--- src/rtl/read_pointer_control.sv ---
// rtl/read_pointer_control.sv - elastic buffer read-side pointer, fill/run control and SKP repeat
//
// Purpose:
//    Read-domain half of an elastic buffer. The writer's Gray pointer is
//    brought across with a two-flop synchronizer. The synchronized pointer is
//    then used to derive occupancy, to hold reading until the buffer has
//    filled, to request SKP deletion when the buffer runs full, and
//    (optionally) to repeat a SKP symbol when the buffer runs low.
//
// Ports:
//    read_clk           in   read-domain clock (only clock of the block)
//    rst_n              in   asynchronous active-low reset
//    gray_write_pointer in   [ADDR:0] writer Gray pointer, unsynchronized
//    rd_data            in   [DATA_WIDTH-1:0] buffer symbol at read_address
//    read_address       out  [ADDR:0] binary read pointer, MSB is the wrap bit
//    gray_read_pointer  out  [ADDR:0] Gray form of read_address
//    rd_valid           out  rd_data holds a valid symbol this cycle
//    underflow          out  buffer empty while reading
//    delete_req         out  registered request to drop the next SKP on write side
//    skp_inserted       out  one-cycle pulse, current SKP was repeated
//
// Configuration:
//    RD_SKP_INSERT_EN   defined: SKP repeat on low occupancy is built in;
//                       undefined: no repeat logic, skp_inserted tied low.

module read_pointer_control #(
   parameter int DATA_WIDTH   = 10,
   parameter int BUFFER_DEPTH = 16,
   parameter int FILL_LEVEL   = 8,
   parameter int LOW_THRESH   = 6,
   parameter int HIGH_THRESH  = 10,
   localparam int ADDR        = $clog2(BUFFER_DEPTH)
) (
   input  logic                  read_clk,
   input  logic                  rst_n,
   input  logic [ADDR:0]         gray_write_pointer,
   input  logic [DATA_WIDTH-1:0] rd_data,
   output logic [ADDR:0]         read_address,
   output logic [ADDR:0]         gray_read_pointer,
   output logic                  rd_valid,
   output logic                  underflow,
   output logic                  delete_req,
   output logic                  skp_inserted
);

   localparam logic [ADDR:0] FILL_L = (ADDR+1)'(FILL_LEVEL);
   localparam logic [ADDR:0] HIGH_L = (ADDR+1)'(HIGH_THRESH);

   typedef enum logic {
      ST_FILL = 1'b0,
      ST_RUN  = 1'b1
   } state_t;

   state_t        state_q;
   state_t        state_d;

   logic [ADDR:0] sync_meta;
   logic [ADDR:0] sync_gwp;
   logic [ADDR:0] write_bin;
   logic [ADDR:0] level;
   logic          empty;
   logic          running;
   logic          insert_now;
   logic          advance;

   function automatic logic [ADDR:0] gray_to_bin(input logic [ADDR:0] g);
      logic [ADDR:0] b;
      b[ADDR] = g[ADDR];
      for (int i = ADDR - 1; i >= 0; i--) begin
         b[i] = b[i+1] ^ g[i];
      end
      return b;
   endfunction

   // Occupancy: modular difference keeps the wrap bit meaningful, so a full
   // buffer (level == BUFFER_DEPTH) is distinct from an empty one.
   assign gray_read_pointer = read_address ^ (read_address >> 1);
   assign write_bin         = gray_to_bin(sync_gwp);
   assign level             = write_bin - read_address;
   assign empty             = (sync_gwp == gray_read_pointer);
   assign running           = (state_q == ST_RUN);

   assign rd_valid  = running && !empty;
   // rst_n term keeps underflow low during the reset window itself.
   assign underflow = rst_n && running && empty;

`ifdef RD_SKP_INSERT_EN
   localparam logic [DATA_WIDTH-1:0] SKP_POS = DATA_WIDTH'(10'b0011111001);
   localparam logic [DATA_WIDTH-1:0] SKP_NEG = DATA_WIDTH'(10'b1100000110);
   localparam logic [ADDR:0]         LOW_L   = (ADDR+1)'(LOW_THRESH);

   logic ins_done;
   logic is_skp;

   assign is_skp = (rd_data == SKP_POS) || (rd_data == SKP_NEG);

   // ins_done limits each SKP to a single repeat even if level stays low.
   assign insert_now = running && !empty && is_skp && (level < LOW_L) && !ins_done;

   always_ff @(posedge read_clk or negedge rst_n) begin
      if (!rst_n) begin
         ins_done     <= 1'b0;
         skp_inserted <= 1'b0;
      end else begin
         skp_inserted <= insert_now;
         if (insert_now) begin
            ins_done <= 1'b1;
         end else if (advance) begin
            ins_done <= 1'b0;
         end
      end
   end
`else
   logic unused_rd_data;

   assign unused_rd_data = ^rd_data;
   assign insert_now     = 1'b0;
   assign skp_inserted   = 1'b0;
`endif

   assign advance = running && !empty && !insert_now;

   always_comb begin
      state_d = state_q;
      case (state_q)
         ST_FILL: if (level >= FILL_L) state_d = ST_RUN;
         ST_RUN:  if (empty)           state_d = ST_FILL;
         default: state_d = ST_FILL;
      endcase
   end

   always_ff @(posedge read_clk or negedge rst_n) begin
      if (!rst_n) begin
         sync_meta    <= '0;
         sync_gwp     <= '0;
         state_q      <= ST_FILL;
         read_address <= '0;
         delete_req   <= 1'b0;
      end else begin
         sync_meta  <= gray_write_pointer;
         sync_gwp   <= sync_meta;
         state_q    <= state_d;
         delete_req <= (level > HIGH_L);
         if (advance) begin
            read_address <= read_address + 1'b1;
         end
      end
   end

endmodule
--- config.mk ---
export PLATFORM = sky130hd
export DESIGN_NAME = read_pointer_control
export DESIGN_NICKNAME = d
export VERILOG_FILES = /design/src/rtl/read_pointer_control.sv
export SDC_FILE = /design/constraint.sdc
export NUM_CORES = 1
export LEC_CHECK = 0
export ABC_AREA = 1
export BUFFER_PORTS_ARGS = -buffer_cell sky130_fd_sc_hd__buf_2
export CORE_ASPECT_RATIO = 1.4
export CORE_MARGIN = 2
export CORE_UTILIZATION = 35
export CTS_BUF_LIST = sky130_fd_sc_hd__clkbuf_2
export DETAILED_ROUTE_END_ITERATION = 7
export GPL_TIMING_DRIVEN = 0
export PLACE_DENSITY = 0.61
export SYNTH_ARGS = -nofsm -noshare
export SYNTH_HDL_FRONTEND = slang
export SYNTH_SLANG_ARGS = --single-unit
export TNS_END_PERCENT = 5
--- constraint.sdc ---
create_clock -name read_clk -period 2.7 [get_ports read_clk]
set_input_delay 0.135 -clock read_clk [delete_from_list [all_inputs] [get_ports read_clk]]
set_output_delay 0.135 -clock read_clk [all_outputs]
set_load 0.01 [all_outputs]
==> flow_summary_export.csv, run 1 <==
group,metric,value,unit
outcome,status,"complete, no violations",
synthesis,synth_area_per_cell,8.218,um2
cts,clock_sinks,17,
cts,cts-buffers-inserted,3,
floorplanning,core,0.002820,mm2
sta,clock.fmax,0.4449,GHz
power,ir_drop,439.2,uV
synthesis,ys_seq_area_share,41.41,%
final_layout,nets,180,
grt,grt_max_degree,19,
grt,grt_use_total,13.19,%
sta,rsz0062_at_grt,"false",
final_layout,layout_common_cells,"45 x nand2_1, 19 x inv_1, 19 x buf_2",
grt,grt_pass1_wl,3.353,mm
worst_setup_path,crit_buf_inv,2,
sta,finalSetupViolCount,0,
worst_setup_path,worst-path-max-fanout,4,
placement,io_buffers,19,
cts,root_buffer,"clkbuf_2",
sta,finalCritPeriodShare,83.25,%
synthesis,syn_nets,150,
sta,hold_viol_final,0,
synthesis,synth_top_area_share,41.41,%
sta,whs,0.2851,ns
sta,drv_slew,0,
power,p_per_area,1037,mW/mm2
cts,clk_path_buf_depth,2,
final_layout,final_common_cell,"nand2_1",
routing,routedWlPerCell,10.51,um
routing,ant_nets,0,
floorplanning,die-area,0.003390,mm2
final_layout,final_core_util,44.28,%
worst_setup_path,critPathTopFamily,"simple AND/OR/NAND/NOR gates",
power,power_frac_comb,62.4,%
routing,top_layer,"met4",
floorplanning,std_cell_rows,23,
synthesis,netlist-cell-type-count,19,
power,p_sw,0.6160,mW
worst_setup_path,path_common_cell,"nand2_1",
routing,routed-wl-met3,37,um
worst_setup_path,slowest_delay,0.44,ns
routing,drc,0,
cts,clk_latency,0.28,ns
placement,hpwl,1.620,mm
worst_setup_path,critPathArrivalTime,2.44,ns
sta,final.setup.tns,0,ns
floorplanning,die_width,49.79,um
synthesis,synthCells,125,
floorplanning,io_pins,31,
synthesis,synthTopCellsByArea,"dfrtp_1 41%, nand2_1 16%, ha_1 8.5%",
synthesis,synth_seq_cells,17,
power,power,1.295,mW
sta,final.setup.worst_slack,0.4521,ns
routing,drt-met1-wl,809,um
power,intPower,0.6788,mW
worst_setup_path,crit_chain,"inv_1 -> nand2_1 -> nand3_1 -> nand2_1 -> xor3_1 -> ha_1 -> inv_1 -> fa_1 -> nand3_1 -> nand3_1 -> nand2_1 -> nand2_1 -> nand2_1 -> nand2_1",
synthesis,syn_area,0.001027,mm2
power,pwr-share-seq,29.1,%
final_layout,n_antenna_cell,0,
cts,cts_setup_buffers,0,
job,maxCapViolations,0,
cts,cts_max_level,1,
cts,tritoncts,"built",
routing,drt_iter0_markers,9,
routing,drt_first_pass_iters,4,
power,p_sw_share,47.57,%
power,pwr-share-clk,8.6,%
worst_setup_path,cp_slowest_cell,"dfrtp_1",
grt,antenna_found_initial,0,
sta,period_needed,2.248,ns
worst_hold_path,min_path_type,"input pin to asynchronous set/reset pin",
routing,vias,845,
cts,clk_pin_slew,0.14,ns
routing,routed_wl,2.008,mm
placement,post-place-ws,0.4849,ns
synthesis,synth_top_cell_by_area,"dfrtp_1",
synthesis,yosys_warnings,0,
final_layout,area_growth_syn_to_layout,21.56,%
sta,clock_skew,0.001658,ns
placement,place.gp.congestion,0.8167,
worst_setup_path,endpoint_kind,"flop",
routing,wl_met2,1.120,mm
final_layout,final_layout_size_suffix_gt1_share,22.73,%
grt,grt_pass1_vias,800,
grt,grt-ovfl-total,0,
worst_setup_path,crit_path_start_kind,"flop",
floorplanning,start_util,36.42,%
power,leakage,0.7131,nW
worst_setup_path,critPathKind,"flop to flop",
worst_setup_path,cp.required,2.89,ns
routing,routed_via_density,4.424,
floorplanning,die_h,68.10,um
## cell families after synthesis
logic type               count (synthesis)  share of synthesized area [%]
AND/OR/NAND/NOR                         66                          30.21
XOR/XNOR                                 5                          5.724
flip-flops                              17                          41.41
adder cells (fa/ha/maj)                  8                          10.47
AO/OA/AOI/OAI                            4                          1.948
buffers and inverters                   24                          9.866
other                                    1                         0.3651
## flip-flops by register name, indices dropped and copies added, names as in the netlist
register	count
read_address	5
sync_gwp	5
sync_meta	5
delete_req	1
running	1
## worst paths after layout
check | slack (ns) | cells after the start | start | endpoint
worst max-delay path | 0.45 | 14 | sync_gwp[3]$_DFF_PN0_ | running$_DFF_PN0_
worst min register to register | 0.37 | 0 | sync_meta[0]$_DFF_PN0_ | sync_gwp[0]$_DFF_PN0_
max in group asynchronous | 2.14 | 2 | rst_n | running$_DFF_PN0_
min in group read_clk | 0.37 | 0 | sync_meta[0]$_DFF_PN0_ | sync_gwp[0]$_DFF_PN0_
worst min-delay path | 0.29 | 2 | rst_n | sync_meta[0]$_DFF_PN0_
worst max register to register | 0.45 | 14 | sync_gwp[3]$_DFF_PN0_ | running$_DFF_PN0_
## layer usage
layer / GRT usage, % / vias to the layer above
li1: - / 436
met1: 13.24 / 394
met2: 25.67 / 11
met3: 1.092 / 4
met4: 9.028 / 0
met5: 0 / -
## timing repair
action / 4_1_cts / 5_1_grt
endpoints found under the setup margin: 0 / 0
hold buffers: 6 / 0
gates resized for setup: 0 / 0
hold endpoints to repair: 22 / 0
## Yosys cell counts (all sizes together)
master / instances
nand2: 49
inv: 21
dfrtp: 17
nand3: 13
ha: 7
xor2: 4
a21oi: 3
buf: 3
nor2: 3
conb: 1
fa: 1
nand3b: 1
o21ai: 1
xor3: 1
## area by class of cell
cell class,instances,area [um2]
Multi-Input combinational cell,84,500.5
Clock buffer,4,20.02
Timing Repair Buffer,25,155.1
Buffer,3,22.52
Inverter,21,78.83
Tap cell,37,46.29
Fill cell,309,1572
Sequential cell,17,425.4
## worst register-to-register path, cell delays in order, from the launching register on
cell     delay [ns]
dfrtp_1        0.44
inv_1          0.10
nand2_1        0.07
nand3_1        0.09
nand2_1        0.14
xor3_1         0.24
ha_1           0.14
inv_1          0.06
fa_1           0.41
nand3_1        0.12
nand3_1        0.08
nand2_1        0.10
nand2_1        0.06
nand2_1        0.06
nand2_1        0.05
## metrics by stage
step / cells / instance area (um2)
final: 191 / 1249
after global routing: 191 / 1249
after CTS: 191 / 1249
after detailed placement: 181 / 1169
after global placement: 181 / 1169
after floorplan: 125 / 1027
## power by group through the flow
stage / sequential, mW / clock [mW] / combinational (mW)
finish: 0.376 / 0.111 / 0.807
global route: 0.388 / 0.129 / 0.919
CTS: 0.379 / 0.118 / 0.823
detailed placement: 0.383 / 0 / 0.810
global placement: 0.381 / 0 / 0.786
floorplan: 0.388 / 0 / 0.569
No activity file was read; power rests on OpenSTA's default activity.
==> inputs of run 2 (changes only) <==
==> constraint.sdc (replaced) <==
create_clock -name read_clk -period 2.35 [get_ports read_clk]
set_input_delay 0.1175 -clock read_clk [delete_from_list [all_inputs] [get_ports read_clk]]
set_output_delay 0.1175 -clock read_clk [all_outputs]
set_load 0.01 [all_outputs]
==> flow_summary_export.csv, run 2 (synthesis results as in run 1) <==
group,metric,value,unit
final_layout,nets,181,
sta,drv_slew,0,
final_layout,final_area,0.001259,mm2
worst_setup_path,critPathArrivalTime,2.39,ns
floorplanning,die-area,0.003390,mm2
grt,grt_use_total,13.19,%
placement,dpl-instance-area,0.001169,mm2
final_layout,final_common_cell,"nand2_1",
floorplanning,die_width,49.79,um
worst_setup_path,critPathKind,"flop to flop",
routing,drt_first_pass_iters,4,
final_layout,largest_registers,"read_address (5), sync_gwp (5), sync_meta (5)",
final_layout,final_layout_size_suffix_gt1_share,23.87,%
placement,dp_cells,181,
grt,grt_pass1_vias,800,
sta,final.setup.tns,0,ns
power,ir_drop,504.1,uV
cts,root_buffer,"clkbuf_2",
grt,grt_pass1_wl,3.353,mm
sta,finalSetupViolCount,0,
outcome,status,"complete, no violations",
grt,grt-ovfl-total,0,
sta,whs,0.2675,ns
sta,clock.fmax,0.4541,GHz
cts,cts_max_level,1,
sta,finalCritPeriodShare,93.71,%
cts,clk_latency,0.28,ns
floorplanning,start_util,36.42,%
sta,hold_viol_final,0,
cts,tritoncts,"built",
final_layout,layout_common_cells,"44 x nand2_1, 19 x inv_1, 19 x buf_2",
power,power,1.489,mW
final_layout,n_antenna_cell,0,
grt,antenna_found_initial,0,
cts,clock_sinks,17,
final_layout,seqCellArea,425.4,um2
routing,routed_wl,2.024,mm
floorplanning,std_cell_rows,23,
floorplanning,core,0.002820,mm2
sta,clock_skew,0.001607,ns
worst_hold_path,min_path_type,"input pin to asynchronous set/reset pin",
routing,ant_nets,0,
worst_setup_path,endpoint_kind,"flop",
placement,hpwl,1.620,mm
sta,period_needed,2.202,ns
power,p_per_area,1183,mW/mm2
routing,routedWlPerCell,10.54,um
worst_setup_path,worst-path-max-fanout,4,
placement,io_buffers,19,
worst_setup_path,cp.required,2.54,ns
floorplanning,io_pins,31,
cts,clk_pin_slew,0.14,ns
final_layout,fin_cells,192,
final_layout,fill_cells,308,
final_layout,multi_input_area,503.0,um2
cts,clk_path_buf_depth,2,
job,maxCapViolations,0,
routing,drt_iter0_markers,10,
routing,drc,0,
power,leakage,0.7179,nW
cts,cts-buffers-inserted,3,
routing,routed_via_density,4.411,
grt,grt_max_degree,19,
worst_setup_path,crit_path_start_kind,"flop",
final_layout,final_core_util,44.63,%
placement,post-place-ws,0.1349,ns
floorplanning,die_h,68.10,um
final_layout,area_growth_syn_to_layout,22.53,%
sta,final.setup.worst_slack,0.1478,ns
placement,place.gp.congestion,0.8167,
routing,vias,847,
-- run 2: worst max-delay path: stages, from the launching register on --
cell	delay, ns
dfrtp_1	0.44
inv_1	0.11
nand2_1	0.07
nand3_1	0.09
nand2_2	0.10
xor3_1	0.21
ha_1	0.14
inv_1	0.06
fa_1	0.41
nand3_1	0.12
nand3_1	0.08
nand2_1	0.10
nand2_1	0.06
nand2_1	0.06
nand2_1	0.05
-- run 2: worst paths after layout --
kind,start,to,slack [ns],cells past startpoint
worst max register to register,sync_gwp[4]$_DFF_PN0_,running$_DFF_PN0_,0.15,14
worst min-delay path,rst_n,sync_meta[0]$_DFF_PN0_,0.27,2
worst max-delay path,sync_gwp[4]$_DFF_PN0_,running$_DFF_PN0_,0.15,14
worst min register to register,sync_meta[0]$_DFF_PN0_,sync_gwp[0]$_DFF_PN0_,0.37,0
min in group read_clk,sync_meta[0]$_DFF_PN0_,sync_gwp[0]$_DFF_PN0_,0.37,0
max in group asynchronous,rst_n,sync_meta[3]$_DFF_PN0_,1.81,2
-- run 2: area by class of cell --
class	instances	area share, %
Sequential cell	17	33.80
Multi-Input combinational cell	84	39.96
Timing Repair Buffer	26	12.92
Buffer	3	1.789
Clock buffer	4	1.590
Tap cell	37	3.678
Inverter	21	6.262
-- run 2: what timing repair did --
action	4_1_cts	5_1_grt
hold buffers	6	0
setup endpoints to repair	0	2
hold endpoints to repair	22	0
setup buffers	0	1
gates resized for setup	0	1
-- run 2: per-layer routing --
layer | vias to the layer above | share of wire, % | global-route usage, %
met1 | 394 | 40 | 13.24
met5 | - | 0 | 0
met2 | 11 | 56 | 25.67
met4 | 0 | 2.0 | 9.028
met3 | 4 | 1.8 | 1.092
li1 | 438 | - | -
-- run 2: power by group --
part	internal (mW)	total [mW]	switching (mW)
combinational	0.378	0.929	0.551
sequential	0.358	0.432	0.0746
clock	0.0451	0.127	0.0823
